## config.mk

```make
export PLATFORM = sky130hd
export DESIGN_NAME = sram_req_bridge
export DESIGN_NICKNAME = d
export VERILOG_FILES = /design/src/rtl/sram_req_bridge.sv
export SDC_FILE = /design/constraint.sdc
export NUM_CORES = 1
export LEC_CHECK = 0
export ABC_AREA = 1
export BUFFER_PORTS_ARGS = -buffer_cell sky130_fd_sc_hd__buf_2
export CAP_MARGIN = 20
export CORE_ASPECT_RATIO = 0.75
export CORE_UTILIZATION = 42
export DETAILED_ROUTE_END_ITERATION = 10
export GPL_TIMING_DRIVEN = 1
export PLACE_DENSITY = 0.79
export SYNTH_ARGS = -nofsm -noshare
export SYNTH_HDL_FRONTEND = slang
export SYNTH_SLANG_ARGS = --single-unit
```

## constraint.sdc

```tcl
create_clock -name clk -period 4.45 [get_ports clk]
set_input_delay 0.2225 -clock clk [delete_from_list [all_inputs] [get_ports clk]]
set_output_delay 0.2225 -clock clk [all_outputs]
set_load 0.05 [all_outputs]
```

## src/rtl/sram_req_bridge.sv

```systemverilog
// sram_req_bridge
//   Initiator side of the core-facing SRAM port. Takes one byte-addressed
//   load/store at a time, turns it into a single-cycle io_sram_en strobe with
//   word address, lane-replicated store data and byte mask, captures read
//   data one cycle after issue, aligns/extends it, and returns it on a
//   valid/ready response channel.
//
// Ports
//   clk, rst                 clock, asynchronous active-high reset
//   req_valid/req_ready      request handshake
//   req_we, req_addr,        store flag, byte address, size (0 byte, 1 half,
//   req_size, req_signed,    2 word, 3 reserved), sign-extend loads,
//   req_wdata                right-justified store data
//   resp_valid/resp_ready    response handshake
//   resp_rdata, resp_err     aligned load data (0 for stores/errors), error
//   io_sram_en/we/addr/      SRAM strobe, write enable, word address,
//   din/wmask                replicated data, byte-lane mask
//   io_sram_dout             read word, valid the cycle after the en cycle
module sram_req_bridge #(
    parameter logic [31:0] ADDR_BASE = 32'h8000_0000,
    parameter int          AW        = 20
) (
    input  logic          clk,
    input  logic          rst,
    input  logic          req_valid,
    output logic          req_ready,
    input  logic          req_we,
    input  logic [31:0]   req_addr,
    input  logic [1:0]    req_size,
    input  logic          req_signed,
    input  logic [31:0]   req_wdata,
    output logic          resp_valid,
    input  logic          resp_ready,
    output logic [31:0]   resp_rdata,
    output logic          resp_err,
    output logic          io_sram_en,
    output logic          io_sram_we,
    output logic [AW-1:0] io_sram_addr,
    output logic [31:0]   io_sram_din,
    output logic [3:0]    io_sram_wmask,
    input  logic [31:0]   io_sram_dout
);

    typedef enum logic [1:0] {IDLE, ISSUE, WAIT, RESP} state_t;

    state_t     state;
    logic       lat_we;
    logic       lat_signed;
    logic [1:0] lat_size;
    logic [1:0] lat_off;

    logic        acc_err;
    logic [3:0]  acc_mask;
    logic [31:0] acc_din;
    logic [31:0] shifted;
    logic [31:0] ld_data;

    // Acceptance-time decode: legality, store mask and replicated data.
    always_comb begin
        acc_err  = 1'b0;
        acc_mask = 4'b1111;
        acc_din  = req_wdata;
        case (req_size)
            2'd0: begin
                acc_mask = 4'b0001 << req_addr[1:0];
                acc_din  = {4{req_wdata[7:0]}};
            end
            2'd1: begin
                acc_err  = req_addr[0];
                acc_mask = 4'b0011 << req_addr[1:0];
                acc_din  = {2{req_wdata[15:0]}};
            end
            2'd2: acc_err = (req_addr[1:0] != 2'b00);
            default: acc_err = 1'b1;
        endcase
        if (req_addr[31:AW+2] != ADDR_BASE[31:AW+2])
            acc_err = 1'b1;
        // Loads read the whole word; lane selection happens on return.
        if (!req_we)
            acc_mask = 4'b1111;
    end

    // Read-return alignment: move the addressed lane to bit 0, then extend.
    always_comb begin
        shifted = io_sram_dout >> {lat_off, 3'b000};
        case (lat_size)
            2'd0:    ld_data = {{24{lat_signed & shifted[7]}}, shifted[7:0]};
            2'd1:    ld_data = {{16{lat_signed & shifted[15]}}, shifted[15:0]};
            default: ld_data = shifted;
        endcase
    end

    always_ff @(posedge clk or posedge rst) begin
        if (rst) begin
            state         <= IDLE;
            req_ready     <= 1'b1;
            resp_valid    <= 1'b0;
            resp_err      <= 1'b0;
            resp_rdata    <= '0;
            io_sram_en    <= 1'b0;
            io_sram_we    <= 1'b0;
            io_sram_addr  <= '0;
            io_sram_din   <= '0;
            io_sram_wmask <= '0;
            lat_we        <= 1'b0;
            lat_signed    <= 1'b0;
            lat_size      <= '0;
            lat_off       <= '0;
        end else begin
            case (state)
                IDLE: begin
                    if (req_valid) begin
                        req_ready  <= 1'b0;
                        lat_we     <= req_we;
                        lat_signed <= req_signed;
                        lat_size   <= req_size;
                        lat_off    <= req_addr[1:0];
                        if (acc_err) begin
                            // Illegal requests never touch the SRAM.
                            state      <= RESP;
                            resp_valid <= 1'b1;
                            resp_err   <= 1'b1;
                            resp_rdata <= '0;
                        end else begin
                            state         <= ISSUE;
                            io_sram_en    <= 1'b1;
                            io_sram_we    <= req_we;
                            io_sram_addr  <= req_addr[AW+1:2];
                            io_sram_din   <= acc_din;
                            io_sram_wmask <= acc_mask;
                        end
                    end
                end
                ISSUE: begin
                    // Strobe lasts exactly this one cycle.
                    io_sram_en <= 1'b0;
                    io_sram_we <= 1'b0;
                    if (lat_we) begin
                        state      <= RESP;
                        resp_valid <= 1'b1;
                        resp_err   <= 1'b0;
                        resp_rdata <= '0;
                    end else begin
                        state <= WAIT;
                    end
                end
                WAIT: begin
                    state      <= RESP;
                    resp_valid <= 1'b1;
                    resp_err   <= 1'b0;
                    resp_rdata <= ld_data;
                end
                RESP: begin
                    if (resp_ready) begin
                        state      <= IDLE;
                        resp_valid <= 1'b0;
                        resp_err   <= 1'b0;
                        req_ready  <= 1'b1;
                    end
                end
                default: state <= IDLE;
            endcase
        end
    end

endmodule
```

* Word-level counts from Yosys, hierarchy flattened
Cells that the tools add are included.
** Storage, ports and cells
- Flip-flop bits (word level) :: 101
- Bits in latches :: 0
- Bits in writable memories :: 0
- ROM bits :: 0
- Bits of input ports :: 104
- Output and inout bits :: 93
- Logic and storage cells :: 77
- Memories kept :: 0
** Cells by class
- Add/sub/neg operators :: 0
- Multiply operators :: 0
- Divide/modulo/power cells :: 0
- $lt $le $gt $ge :: 0
- Equal/unequal tests :: 12
- Shift-type cells :: 3
- Multiplexer cells :: 31
- Bitwise logic cells :: 3
- Reduce and logical (&&, ||, !) cells :: 14
** Operator list (number)
- $pmux W32 S2 :: 2
- $mux W32 :: 3
- $pmux W32 S3 :: 1
- $shr A32 B5 Y32 :: 1
- $mux W1 :: 13
- $ne A10 B10 Y1 const B :: 1
- $ne A2 B2 Y1 const B :: 5
- $reduce_and A3 Y1 :: 3
- $pmux W1 S4 :: 2
- $pmux W2 S4 :: 1
- $pmux W4 S2 :: 1
- $reduce_and A4 Y1 :: 2
- $eq A2 B1 Y1 const B :: 3
- $eq A2 B2 Y1 const B :: 3
- $logic_not A2 Y1 :: 3
- $mux W2 :: 3
- $pmux W1 S2 :: 3
- $reduce_bool A2 Y1 :: 3
- $mux W4 :: 1
- $reduce_and A2 Y1 :: 2
- $shl A1 B2 Y4 const A :: 1
- $shl A2 B2 Y4 const A :: 1
- $pmux W1 S3 :: 1
- $reduce_bool A3 Y1 :: 1
- other kinds (2) :: 3

* Depth between registers and ports, before layout
- Depth in word-level cells :: 6
- Mapped depth :: 11
- Mapped depth without buffers :: 10

* Least setup slack after synthesis
OpenSTA, ideal clock, no wires.
- Path type :: reg-to-reg
- From :: reg state[0]
- To :: reg resp_rdata[16]
- Library setup time :: 0.119 ns
- Arrival time :: 1.583 ns
- Required time :: 4.331 ns
- Slack :: 2.748 ns
- Cell stages (with the launch flop) :: 10
- Path buffers :: 2
- Cells stage by stage :: dfrtp_1 inv_1 ha_1 nor2_1 nor3_4 nand2_1 buf_4 buf_6 nand2_1 nand2_1
** On the way
- Cells in the longest elaborated chain, start to end :: 3
- Elaborated cells between the ends (all ways) :: 9
** RTL lines
- start, declared :: line 46 : state_t state;
- start signal, assigned :: line 95 : state <= IDLE;
- start signal, assigned :: line 120 : state <= RESP;
- start signal, assigned :: line 125 : state <= ISSUE;
- $eq A2 B1 Y1 (tied with other cells) :: line 110 : case (state)
- $ne A2 B2 Y1 (no source line) or $reduce_bool A3 Y1 (tied branches)
- $reduce_and A4 Y1 (no source line)
- end signal, assigned :: line 151 : resp_rdata <= ld_data;
- end, declared :: line 34 : output logic [31:0] resp_rdata,
Several ways; a longest one is shown, not always the timed one.
A chain may end at the register's enable or synchronous reset.

* Worst setup path after layout
- From :: reg state[1]
- To :: reg resp_rdata[15]
Same word-level chain as after synthesis.

==> run summary <==
status: complete, but fails checks
failing checks: hold timing
DRC: 0
htree depth: 3
Seq pwr share: 31.8%
max_cap viols: 0
Arrival @ worst endpoint: 2.83 ns
RR Startpoint: state[1]
synth top area cells: dfrtp_1 (47%), nand2_1 (17%), nand3_1 (7.1%)
hold crit path type: in -> async
largest net degree at the start of global routing: 57
Hold WS: -0.0167 ns
Die X: 132 um
core footprint: 0.0123 mm^2
WL/cell: 14.3 um
Ports: 197
Post-synth top cells: nand2_1 (242), dfrtp_1 (100), nand3_1 (76)
Synth Area per Inst: 7.45 um^2
Final TNS setup: 0 ns
Tcrit/Tclk final: 58.9%
peak supply drop: 0.306 mV
WL final: 15.1 mm
synth-to-layout area growth: 24.1%
Worst Skew: 0.0105 ns
antenna-violating nets left: 0
CP max stage cell: nor3_4
worst reg-to-reg setup slack: 1.83 ns
register bit total from synthesis: 101
fmax: 381 MHz
DR vias/cell: 4.89
P_sw: 1.63 mW
Num Clock Sinks: 101
clock latency on the worst-skew pair: 0.34 ns
# diodes: 0
CP peak stage delay: 0.53 ns
buffers added on ports: 196
Pint: 1.96 mW
clock buffer depth: 2
Stages on worst setup path: 9
Clk pin slew, worst setup/hold paths: 0.07 ns
overall routing resource usage: 23.1%
Worst Setup End Kind: flop
Nets: 996
Seq/Total Area, Yosys: 47.3%
chip height: 99.7 um
# rows: 35
final hold vios: 17
Worst setup SP type: flop
DP HPWL: 11.2 mm
quantity of hold-fixing buffers added after cts: 0
Critical Path RT: 4.66 ns
switching part of the total: 45.4%
GRT overflow: 0
Max-slew headroom: 54.2%
Leakage: 3.90 nW
Post-synth ARST share: 100%
Logic pwr share: 44.8%
Clk pwr share: 23.4%
CTS tree: yes
syn nets: 826
vias in the first global route: 4,588
Num CTS Buffers: 9
largest area contributor in the netlist: dfrtp_1
Placer Congestion: 0.901
min Tclk post-route: 2.62 ns
clk root buf: clkbuf_16
layout cell share with drive strength beyond 1: 26.4%
final number of setup-violating endpoints: 0
Worst R2R Path Depth: 9
antenna violations before repair: 0
Crit Path Class: reg -> reg
postcts setup bufs: 0
Mapped Area: 0.00534 mm^2
Distinct cells, synth: 25
most numerous cell in the Yosys netlist: nand2_1
crit path cell chain: inv_1 > ha_1 > inv_1 > nor2_1 > nor3_4 > nand2_1 > buf_4 > nand2_1 > o21ai_0
Iteration-0 DRC Markers: 361
Yosys Warn Count: 0
first-pass GRT wire length: 23.8 mm
Initial DRT Pass Iterations: 5
EDFF count, synth: 0
Initial Util: 43.3%
Synth top area share: 46.8%
Max Fanout on Critical Path: 32
PwrDens: 542 mW/mm^2
top_reg_cell synth: dfrtp_1
Mapped Cells: 717
Top Family by Delay on Critical Path: simple AND/OR/NAND/NOR gates
WP buf/inv: 3
Slew Limit Fails: 0
Tightest Pin Transition: 0.687 ns
RSZ-0062 raised after global routing: no
post-cts gate resize count: 0
RR Endpoint: resp_rdata[15]
die area: 0.0132 mm^2
DR vias: 5,174
## power groups by stage
| stage | clock, mW | combinational [mW] | sequential (mW) |
|---|---|---|---|
| 2_1_floorplan | 0 | 1.07 | 1.37 |
| 3_3_place_gp | 0 | 1.59 | 1.16 |
| 3_5_place_dp | 0 | 1.59 | 1.16 |
| 4_1_cts | 0.862 | 1.60 | 1.14 |
| 5_1_grt | 0.897 | 1.79 | 1.16 |
| 6_report | 0.841 | 1.61 | 1.14 |
## layer usage
layer	routed length [um]	track usage [%]	up-vias
li1	-	-	2639
met1	7520	35.3	2363
met2	6450	33.4	162
met3	995	5.30	10
met4	143	4.42	0
met5	0	0	-
## state kept, by name (all words and copies together), names as in the netlist
name and flops:
resp_valid 1, lat_signed 1, io_sram_din 32, io_sram_we 1
resp_err 1, req_ready 1, resp_rdata 32, state 2
lat_off 2, lat_we 1, io_sram_addr 20, io_sram_wmask 4
io_sram_en 1, lat_size 2
## through the flow
stage          power [mW]  std cells  cell area [um^2]  utilization (%)  setup slack [ns]
6_report             3.60       1057              6630             53.7              1.83
5_1_grt              3.84       1057              6630             53.7              1.55
4_1_cts              3.61       1057              6630             53.7              1.83
3_5_place_dp         2.75       1042              6320             51.2              1.85
3_3_place_gp         2.74       1042              6320             51.2              1.88
2_1_floorplan        2.43        717              5340                -              1.58
## cell type report
class	count	area [um^2]
clock buffers	10	229
multi-input cells	497	2270
inverters	76	288
clock inverters	5	85.1
repair buffers	202	1030
flip-flops and latches	101	2530
fillers	1248	5720
well taps	166	208
## cells in the final DEF (no fill, tap or decap)
cell type	Yosys	routed
bufinv_16	0	2
a21oi_1	42	42
inv_1	71	70
nand3_2	3	3
o22ai_1	2	2
inv_4	0	1
clkinv_4	0	1
inv_2	5	5
nor2_1	24	24
dfrtp_1	100	100
inv_6	0	1
buf_2	13	196
o21ai_1	25	25
o21ai_0	51	51
nand2_2	2	2
dfstp_2	1	1
buf_4	6	6
nor2_4	1	1
nor3_4	1	1
clkinvlp_4	0	1
nand3_4	1	1
nand4_1	18	18
clkbuf_1	15	1
ha_1	5	5
or2_2	1	1
clkbuf_16	0	9
nand2_1	242	242
nor2_2	3	3
nand3_1	76	76
## worst max-delay path by stage
stage	from	end	slack [ns]
final	state[1]	resp_rdata[15]	1.83
after global routing	state[0]	io_sram_din[23]	1.55
after CTS	state[1]	resp_rdata[15]	1.83
after detailed placement	state[1]	resp_rdata[15]	1.85
after global placement	state[1]	resp_rdata[7]	1.88
after floorplan	rst	io_sram_addr[0]	1.58
## logic make-up after synthesis
| kind of cell | count (synthesis) | share of synthesized area (%) |
|---|---|---|
| and+or+nand+nor | 372 | 30.0 |
| adders and majority gates | 5 | 1.17 |
| AOI/OAI and AO/OA | 120 | 11.3 |
| DFF | 101 | 47.3 |
| buffers and inverters | 119 | 10.2 |
Power figures use the tool's default switching activity.
